<file path="src/rtl/mem_store_buffer.sv">
// Posted-write store buffer between the datapath and the data cache port.
// Define STORE_FWD_EN to let loads forward data from matching buffered stores.
module mem_store_buffer #(
  parameter int unsigned DATA_W = 32,
  parameter int unsigned ADDR_W = 32,
  parameter int unsigned DEPTH  = 4
) (
  input  logic                         CLK,
  input  logic                         nRST,
  input  logic                         dreq_ren,
  input  logic                         dreq_wen,
  input  logic [ADDR_W-1:0]            dreq_addr,
  input  logic [DATA_W-1:0]            dreq_wdat,
  output logic                         dreq_hit,
  output logic [DATA_W-1:0]            dreq_rdat,
  output logic                         dmemREN,
  output logic                         dmemWEN,
  output logic [ADDR_W-1:0]            dmemaddr,
  output logic [DATA_W-1:0]            dmemstore,
  input  logic [DATA_W-1:0]            dmemload,
  input  logic                         dhit,
  input  logic                         flush_req,
  output logic                         flush_done,
  output logic [$clog2(DEPTH+1)-1:0]   sb_count
);
  localparam int unsigned PW = $clog2(DEPTH);
  localparam int unsigned CW = $clog2(DEPTH+1);

  typedef enum logic [1:0] {StIdle, StDrain, StLoad} state_e;

  state_e            state_q;
  logic [ADDR_W-1:0] addr_q [DEPTH];
  logic [DATA_W-1:0] data_q [DEPTH];
  logic [PW-1:0]     head_q, tail_q;
  logic [CW-1:0]     count_q;

  logic              push, pop, load_go, load_done, fwd_ok;
  logic              fwd_hit;
  logic [DATA_W-1:0] fwd_data;

  // Fullness is judged on the registered count, so a same-cycle pop never frees a slot early.
  assign push      = dreq_wen && !flush_req && (count_q < CW'(DEPTH));
  assign pop       = (state_q == StDrain) && dhit;
  assign load_done = (state_q == StLoad) && dhit;

`ifdef STORE_FWD_EN
  // Scan oldest to youngest so the last match (youngest store) wins.
  always_comb begin
    fwd_hit  = 1'b0;
    fwd_data = '0;
    for (int i = 0; i < int'(DEPTH); i++) begin
      if ((CW'(i) < count_q) &&
          (addr_q[head_q + PW'(i)][ADDR_W-1:2] == dreq_addr[ADDR_W-1:2])) begin
        fwd_hit  = 1'b1;
        fwd_data = data_q[head_q + PW'(i)];
      end
    end
  end
  assign load_go = dreq_ren && !flush_req && !fwd_hit;
`else
  assign fwd_hit  = 1'b0;
  assign fwd_data = '0;
  assign load_go  = dreq_ren && !flush_req && (count_q == '0);
`endif

  assign fwd_ok = dreq_ren && !flush_req && fwd_hit && (state_q != StLoad);

  always_ff @(posedge CLK or negedge nRST) begin
    if (!nRST) begin
      state_q <= StIdle;
    end else begin
      unique case (state_q)
        StIdle: begin
          if (load_go)              state_q <= StLoad;
          else if (count_q != '0)   state_q <= StDrain;
        end
        StDrain: if (dhit) state_q <= StIdle;
        StLoad:  if (dhit) state_q <= StIdle;
        default: state_q <= StIdle;
      endcase
    end
  end

  always_ff @(posedge CLK or negedge nRST) begin
    if (!nRST) begin
      head_q  <= '0;
      tail_q  <= '0;
      count_q <= '0;
    end else begin
      if (push) tail_q <= tail_q + PW'(1);
      if (pop)  head_q <= head_q + PW'(1);
      if (push && !pop)      count_q <= count_q + CW'(1);
      else if (pop && !push) count_q <= count_q - CW'(1);
    end
  end

  always_ff @(posedge CLK) begin
    if (push) begin
      addr_q[tail_q] <= dreq_addr;
      data_q[tail_q] <= dreq_wdat;
    end
  end

  assign dmemWEN = (state_q == StDrain);
  assign dmemREN = (state_q == StLoad);

  always_comb begin
    dmemaddr  = '0;
    dmemstore = '0;
    if (state_q == StDrain) begin
      dmemaddr  = addr_q[head_q];
      dmemstore = data_q[head_q];
    end else if (state_q == StLoad) begin
      dmemaddr  = dreq_addr;
    end
  end

  assign dreq_hit   = push || load_done || fwd_ok;
  assign dreq_rdat  = load_done ? dmemload : (fwd_ok ? fwd_data : '0);
  assign flush_done = (count_q == '0) && (state_q == StIdle);
  assign sb_count   = count_q;

endmodule

</file>
<file path="config.mk">
export PLATFORM = sky130hd
export DESIGN_NAME = mem_store_buffer
export DESIGN_NICKNAME = d
export VERILOG_FILES = /design/src/rtl/mem_store_buffer.sv
export SDC_FILE = /design/constraint.sdc
export NUM_CORES = 1
export LEC_CHECK = 0
export CAP_MARGIN = 0
export CORE_MARGIN = 3
export CORE_UTILIZATION = 46
export CTS_CLUSTER_SIZE = 10
export DETAILED_ROUTE_END_ITERATION = 10
export PLACE_DENSITY_LB_ADDON = 0.05
export SYNTH_ARGS = -nofsm -noshare
export SYNTH_HDL_FRONTEND = slang
export SYNTH_SLANG_ARGS = --single-unit
</file>
<file path="constraint.sdc">
create_clock -name CLK -period 3.88 [get_ports CLK]
set_input_delay 0.582 -clock CLK [delete_from_list [all_inputs] [get_ports CLK]]
set_output_delay 0.582 -clock CLK [all_outputs]
set_load 0.01 [all_outputs]
</file>
==> results of run 1 <==
power breakdown:
part	internal [W]	switching [W]
clock network	0.00151	0.00102
logic	0.00172	0.00134
registers	0.00341	0.000264
total	0.00663	0.00262
area by class of cell:
class,instances,area [um2],share of cell area (%)
Clock inverter,2,46.3,0.331
Multi-Input combinational cell,259,2570,18.4
Sequential cell,265,7920,56.7
Clock buffer,53,837,5.99
Timing Repair Buffer,220,2220,15.9
Inverter,5,18.8,0.134
Tap cell,285,357,2.55
worst min-delay path by stage:
stage	from	end	slack (ns)	cells after the start
4_1_cts	nRST	sb_count[1]$_DFFE_PN0P_	0.34	1
3_5_place_dp	sb_count[2]$_DFFE_PN0P_	sb_count[2]$_DFFE_PN0P_	0.55	1
6_report	nRST	state_q[0]$_DFFE_PN0P_	0.35	1
5_1_grt	nRST	state_q[0]$_DFFE_PN0P_	0.36	1
2_1_floorplan	nRST	head_q[0]$_DFFE_PN0P_	0.29	0
3_3_place_gp	sb_count[2]$_DFFE_PN0P_	sb_count[2]$_DFFE_PN0P_	0.53	1
through the flow:
| step | utilization (%) | power, W |
|---|---|---|
| 2_1_floorplan | - | 0.00541 |
| 3_3_place_gp | 57.6 | 0.00682 |
| 3_5_place_dp | 57.6 | 0.00685 |
| 4_1_cts | 61.5 | 0.00940 |
| 5_1_grt | 61.5 | 0.00977 |
| 6_report | 61.5 | 0.00926 |
cell usage after synthesis (all sizes together) (2+ instances only):
cell type and instances:
and2 37, and3 32, buf 15, clkbuf 20, dfrtp 9, edfxtp 256
ha 8, inv 5, mux4 64, nand2 66, o21ai 34, xnor2 4
xor2 2
flip-flops by register name (all words and copies together), names as in the netlist:
signal    cells
addr_q      128
data_q      128
head_q        2
sb_count      3
state_q       2
tail_q        2
metal layers:
layer  part of all wire (%)  global-route usage [%]  up-vias
li1                       -                       -     2655
met1                     42                    25.1     3002
met2                     50                    32.1      196
met3                    6.0                    3.77       29
met4                    1.3                    3.77        0
met5                      0                       0        -
critical path: stages, from the launching register on:
cell             delay (ns)
dfrtp_4                0.82
buf_4                  0.33
mux4_2                 0.54
nand2_1                0.08
o21ai_0                0.10
clkdlybuf4s50_1        0.51
cell families (layout without fill, tap and decap cells):
kind of cell	after synthesis	in the layout	synth area share (%)
fa+ha+maj	9	9	1.13
buf+inv	40	280	1.90
mux	65	65	13.6
flops	265	265	74.2
xor+xnor	6	6	0.493
simple gates	141	141	6.74
compound gates	38	38	1.90
==> tab_implementation.tex, run 1 <==
\begin{tabular}{lr}
\hline
Metric & Value \\
\hline
\multicolumn{2}{l}{\textbf{Logic synthesis}} \\
Asr flop ratio synth & 3.40\% \\
Instance count of the mapped netlist & 564 \\
Number of warnings issued by yosys & 0 \\
Synthesized net count & 675 \\
Syn Std Cell Area & 0.0107 mm2 \\
Most used DFF post-synth & edfxtp\_1 \\
Sequential share of the synthesized area & 74.2\% \\
Count of distinct cell types in the synthesized netlist & 29 \\
Synthesis-stage register bit count & 265 \\
Top-area cell type share of the netlist area & 72.1\% \\
Top area cells in the synthesized netlist & edfxtp\_1 (72\%), mux4\_2 (14\%), nand2\_1 (2.3\%) \\
Yosys top cell by area & edfxtp\_1 \\
Count of flip-flops with a built-in enable after synthesis & 256 \\
Mapped Avg Cell Area & 18.9 um2 \\
\multicolumn{2}{l}{\textbf{Setup path}} \\
Critical Path Start & head\_q[0]\$\_DFFE\_PN0P\_ \\
Critical path class & reg -> out \\
Critical path endpoint category & output port \\
Maximum net fanout on the critical path & 29 \\
Type of element launching the critical path & flip-flop \\
Critical R2R Capture & sb\_count[1]\$\_DFFE\_PN0P\_ \\
Required @ worst endpoint & 3.30 ns \\
Startpoint of the most critical register-to-register path & state\_q[1]\$\_DFFE\_PN0P\_ \\
FF-to-FF setup slack & 1.65 ns \\
Number of cells on the worst reg-to-reg path & 7 \\
Worst endpoint data arrival time & 2.92 ns \\
Capture point of the worst path & dmemaddr[30] \\
\multicolumn{2}{l}{\textbf{Global routing}} \\
Global-route congestion overflow total & 0 \\
Largest net degree at the start of global routing & 40 \\
Number of antenna violations at the first check in global routing & 0 \\
Global router's overall resource usage & 18.7\% \\
Via count of the first global-routing pass & 6,427 \\
Wire length of the first global-routing pass & 35.9 mm \\
\multicolumn{2}{l}{\textbf{Final layout}} \\
Fraction of layout instances using a drive strength above 1 & 15.2\% \\
Leading cell type in the layout, fill and taps excluded & edfxtp\_1 \\
Layout filler cell count & 1,670 \\
Layout area overhead & 31.1\% \\
Number of diodes added for antenna fixing & 0 \\
Post-route standard cell area excluding fillers & 0.0140 mm2 \\
Total Nets Final & 892 \\
Top library cells by usage in the layout, fill and taps aside & edfxtp\_1 (256), clkdlybuf4s50\_1 (204), nand2\_1 (66) \\
Final Non-Filler Cells & 1,089 \\
\multicolumn{2}{l}{\textbf{Detailed routing}} \\
Per-cell routed wire length & 21.3 um \\
Routed Wire Length & 23.2 mm \\
Final antenna-violating net count & 0 \\
Number of DRC markers after the initial detailed-route iteration & 374 \\
DRC violations left & 0 \\
Number of vias per cell & 5.40 \\
Detailed-route via count & 5,882 \\
First-pass iteration count of the detailed router & 5 \\
\multicolumn{2}{l}{\textbf{Die}} \\
Core region area & 0.0227 mm2 \\
Horizontal die dimension & 158 um \\
Number of placement rows & 55 \\
Total Die Area & 0.0250 mm2 \\
Initial Util & 46.9\% \\
Vertical extent of the die & 158 um \\
Number of ports placed on the die boundary & 205 \\
\multicolumn{2}{l}{\textbf{STA}} \\
Slew margin rel. & 58.6\% \\
Fin Clk Skew & 0.0185 ns \\
Final setup fails & 0 \\
Slew Viols, Final & 0 \\
Post-route setup TNS & 0 ns \\
Maximum clock rate & 285 MHz \\
Final critical-path share of the clock period & 90.3\% \\
Clock period minus worst slack & 3.50 ns \\
RSZ-0062 raised after global routing & no \\
Actual slew at the worst max-slew pin & 0.619 ns \\
Final hold violation count & 0 \\
Final critical-path setup slack & 0.376 ns \\
Worst hold slack across all endpoints & 0.355 ns \\
\multicolumn{2}{l}{\textbf{Placement}} \\
Number of instances in the placed design & 1,034 \\
Port-buffer cells & 204 \\
HPWL after detailed placement & 14.6 mm \\
Last weighted congestion value of the routability-driven placer & 0.784 \\
Cell area after placement & 0.0131 mm2 \\
Worst setup timing slack at the placement stage & 0.891 ns \\
\multicolumn{2}{l}{\textbf{Clock tree}} \\
CTS tree & yes \\
Clock Sinks & 265 \\
Worst-Skew Late Latency & 0.54 ns \\
Total setup buffers inserted after CTS & 0 \\
Cts bufs inserted & 30 \\
Master cell of the clock root buffer & clkbuf\_16 \\
Number of instances resized during post-cts repair & 0 \\
Number of H-tree branching levels & 1 \\
Post-CTS Hold Fix Bufs & 0 \\
Buffer depth of the longest clock path & 3 \\
Clock transition at the registers of the reported paths & 0.05 ns \\
\multicolumn{2}{l}{\textbf{Power and ir drop}} \\
Maximum VDD drop & 0.386 mV \\
Power density cells & 662 mW/mm2 \\
Static leakage power & 4.66 nW \\
\multicolumn{2}{l}{\textbf{Job}} \\
Max-capacitance violation count & 0 \\
\multicolumn{2}{l}{\textbf{Hold path}} \\
Worst min path class & in -> async \\
\multicolumn{2}{l}{\textbf{Outcome}} \\
Outcome & complete, no violations \\
\hline
\end{tabular}
Power figures use the tool's default switching activity.
==> run 2, diff against run 1 <==
- ABC_AREA: default -> 1
- GPL_TIMING_DRIVEN: default -> 0
==> run 2 against run 1 <==
Effect of this change: first-iteration DRC count rose by 51%; register-to-register slack got worse by 0.04 ns; power is 9.0% higher; clock power is essentially flat; combinational power grew 35%; fmax is 1.0% lower; via count grew 46%; global-route usage increased by 2.1 points; clock skew shrank 0.0081 ns; hold slack improved by 0.017 ns; setup slack worse by 0.035 ns.
==> tab_implementation.tex, run 2 <==
\begin{tabular}{lr}
\hline
Metric & Value \\
\hline
\multicolumn{2}{l}{\textbf{Logic synthesis}} \\
Syn Std Cell Area & 0.0119 mm2 \\
Asr flop ratio synth & 3.40\% \\
Instance count of the mapped netlist & 1,220 \\
Adder and majority gate portion of the synthesized area & 1.01\% \\
Xor and xnor area share after synthesis & 0.296\% \\
Mux contribution to synthesized area & 0\% \\
Yosys top cell by area & edfxtp\_1 \\
Count of distinct cell types in the synthesized netlist & 18 \\
Synthesis-stage register bit count & 265 \\
Top area cells in the synthesized netlist & edfxtp\_1 (65\%), nand2\_1 (14\%), inv\_1 (7.6\%) \\
Synthesized net count & 1,331 \\
Number of warnings issued by yosys & 0 \\
Most frequent cell after synthesis & nand2\_1 \\
Dominant combinational cell family by area after synthesis & simple AND/OR/NAND/NOR gates \\
Most instantiated cells after synthesis & nand2\_1 (432), edfxtp\_1 (256), inv\_1 (241) \\
Most used DFF post-synth & edfxtp\_1 \\
Simple-gate portion of the synthesized area & 20.5\% \\
Fraction of the mapped netlist area in compound gates & 1.52\% \\
Count of flip-flops with a built-in enable after synthesis & 256 \\
Sequential share of the synthesized area & 66.7\% \\
Top-area cell type share of the netlist area & 64.8\% \\
Mapped Avg Cell Area & 9.72 um2 \\
\multicolumn{2}{l}{\textbf{Die}} \\
Horizontal die dimension & 167 um \\
Total Die Area & 0.0277 mm2 \\
Core region area & 0.0253 mm2 \\
Number of ports placed on the die boundary & 205 \\
Vertical extent of the die & 167 um \\
Number of placement rows & 58 \\
Initial Util & 46.9\% \\
\multicolumn{2}{l}{\textbf{Global routing}} \\
Number of antenna violations at the first check in global routing & 1 \\
Global-route congestion overflow total & 0 \\
Via count of the first global-routing pass & 8,405 \\
Wire length of the first global-routing pass & 45.9 mm \\
Global router's overall resource usage & 20.7\% \\
Largest net degree at the start of global routing & 29 \\
\multicolumn{2}{l}{\textbf{Clock tree}} \\
Clock Sinks & 265 \\
Post-CTS Hold Fix Bufs & 0 \\
Worst-Skew Late Latency & 0.54 ns \\
Buffer depth of the longest clock path & 3 \\
Number of instances resized during post-cts repair & 0 \\
CTS tree & yes \\
Number of H-tree branching levels & 1 \\
Total setup buffers inserted after CTS & 0 \\
Clock transition at the registers of the reported paths & 0.06 ns \\
Master cell of the clock root buffer & clkbuf\_16 \\
Cts bufs inserted & 30 \\
\multicolumn{2}{l}{\textbf{STA}} \\
Actual slew at the worst max-slew pin & 0.724 ns \\
Final setup fails & 0 \\
Worst hold slack across all endpoints & 0.372 ns \\
Maximum clock rate & 283 MHz \\
Final critical-path share of the clock period & 91.2\% \\
Slew margin rel. & 51.6\% \\
Fin Clk Skew & 0.0104 ns \\
RSZ-0062 raised after global routing & no \\
Final hold violation count & 0 \\
Slew Viols, Final & 0 \\
Clock period minus worst slack & 3.54 ns \\
Post-route setup TNS & 0 ns \\
\multicolumn{2}{l}{\textbf{Detailed routing}} \\
Final antenna-violating net count & 0 \\
Number of vias per cell & 4.72 \\
Detailed-route via count & 8,573 \\
First-pass iteration count of the detailed router & 5 \\
Number of DRC markers after the initial detailed-route iteration & 566 \\
DRC violations left & 0 \\
Per-cell routed wire length & 16.0 um \\
Routed Wire Length & 29.0 mm \\
\multicolumn{2}{l}{\textbf{Final layout}} \\
Top library cells by usage in the layout, fill and taps aside & nand2\_1 (432), edfxtp\_1 (256), inv\_1 (241) \\
Final Non-Filler Cells & 1,818 \\
Total Nets Final & 1,575 \\
Fraction of layout instances using a drive strength above 1 & 5.24\% \\
Post-route standard cell area excluding fillers & 0.0154 mm2 \\
Leading cell type in the layout, fill and taps excluded & nand2\_1 \\
Layout filler cell count & 2,151 \\
Number of diodes added for antenna fixing & 0 \\
Layout area overhead & 29.6\% \\
\multicolumn{2}{l}{\textbf{Setup path}} \\
Type of element launching the critical path & flip-flop \\
Required @ worst endpoint & 3.30 ns \\
Critical path endpoint category & output port \\
Critical path class & reg -> out \\
Worst endpoint data arrival time & 2.96 ns \\
Maximum net fanout on the critical path & 10 \\
\multicolumn{2}{l}{\textbf{Placement}} \\
Cell area after placement & 0.0145 mm2 \\
Last weighted congestion value of the routability-driven placer & 0.766 \\
Number of instances in the placed design & 1,762 \\
HPWL after detailed placement & 19.0 mm \\
Port-buffer cells & 204 \\
\multicolumn{2}{l}{\textbf{Power and ir drop}} \\
Static leakage power & 6.73 nW \\
Power density cells & 657 mW/mm2 \\
Maximum VDD drop & 0.450 mV \\
Overall power & 0.0101 W \\
\multicolumn{2}{l}{\textbf{Job}} \\
Max-capacitance violation count & 0 \\
\multicolumn{2}{l}{\textbf{Outcome}} \\
Outcome & complete, no violations \\
\multicolumn{2}{l}{\textbf{Hold path}} \\
Worst min path class & in -> async \\
\hline
\end{tabular}
==> run 2: worst max-delay path, cell delays in order, from the launching register on <==
cell	delay, ns
dfrtp_1	0.40
inv_1	0.09
ha_1	0.16
clkbuf_1	0.35
clkbuf_1	0.53
nand3_1	0.15
nand2_1	0.18
clkdlybuf4s50_1	0.56
==> run 2: final timing paths <==
check                                        start                       to  slack [ns]  depth (start not counted)
max in group asynchronous                     nRST    tail_q[0]$_DFFE_PN0P_        3.17                          1
min reg2reg                sb_count[0]$_DFFE_PN0P_  sb_count[0]$_DFFE_PN0P_        0.56                          1
min                                           nRST   state_q[1]$_DFFE_PN0P_        0.37                          1
min in group CLK           sb_count[0]$_DFFE_PN0P_  sb_count[0]$_DFFE_PN0P_        0.56                          1
max reg2reg                sb_count[2]$_DFFE_PN0P_  data_q[1][27]$_DFFE_PP_        1.61                          5
max                         state_q[0]$_DFFE_PN0P_              dmemaddr[1]        0.34                          7
==> run 2: through the flow <==
| stage | setup slack, ns | utilization [%] |
|---|---|---|
| floorplan | -0.117 | - |
| global placement | -3.01 | 56.7 |
| detailed placement | 0.882 | 57.4 |
| CTS | 0.304 | 60.9 |
| global route | 0.170 | 60.9 |
| finish | 0.341 | 60.9 |
==> run 2: final cells by class <==
class / count / area [um2] / share of cell area [%]
Buffer: 58 / 256 / 1.67
Inverter: 244 / 916 / 5.96
Multi-Input combinational cell: 653 / 2800 / 18.2
Timing Repair Buffer: 212 / 2200 / 14.3
Sequential cell: 265 / 7910 / 51.5
Clock buffer: 56 / 870 / 5.66
Tap cell: 330 / 413 / 2.69
==> run 2: report_power, final <==
group | total, W | internal [W] | switching, W | leakage, nW
logic | 0.00413 | 0.00163 | 0.00250 | 3.90
registers | 0.00345 | 0.00337 | 0.0000770 | 2.42
clock network | 0.00251 | 0.00148 | 0.00103 | 0.412
total | 0.0101 | 0.00648 | 0.00361 | 6.73
==> run 2: cell families after synthesis <==
family | count (synthesis)
fa+ha+maj | 9
compound gates | 36
xor+xnor | 4
buf+inv | 302
flops | 265
simple gates | 604
==> run 2: layer usage <==
layer | GRT usage, % | up-vias | part of all wire (%)
met3 | 3.80 | 49 | 5.4
met1 | 26.7 | 4000 | 42
met5 | 0 | - | 0.045
li1 | - | 4322 | -
met2 | 36.4 | 200 | 50
met4 | 5.31 | 2 | 2.2
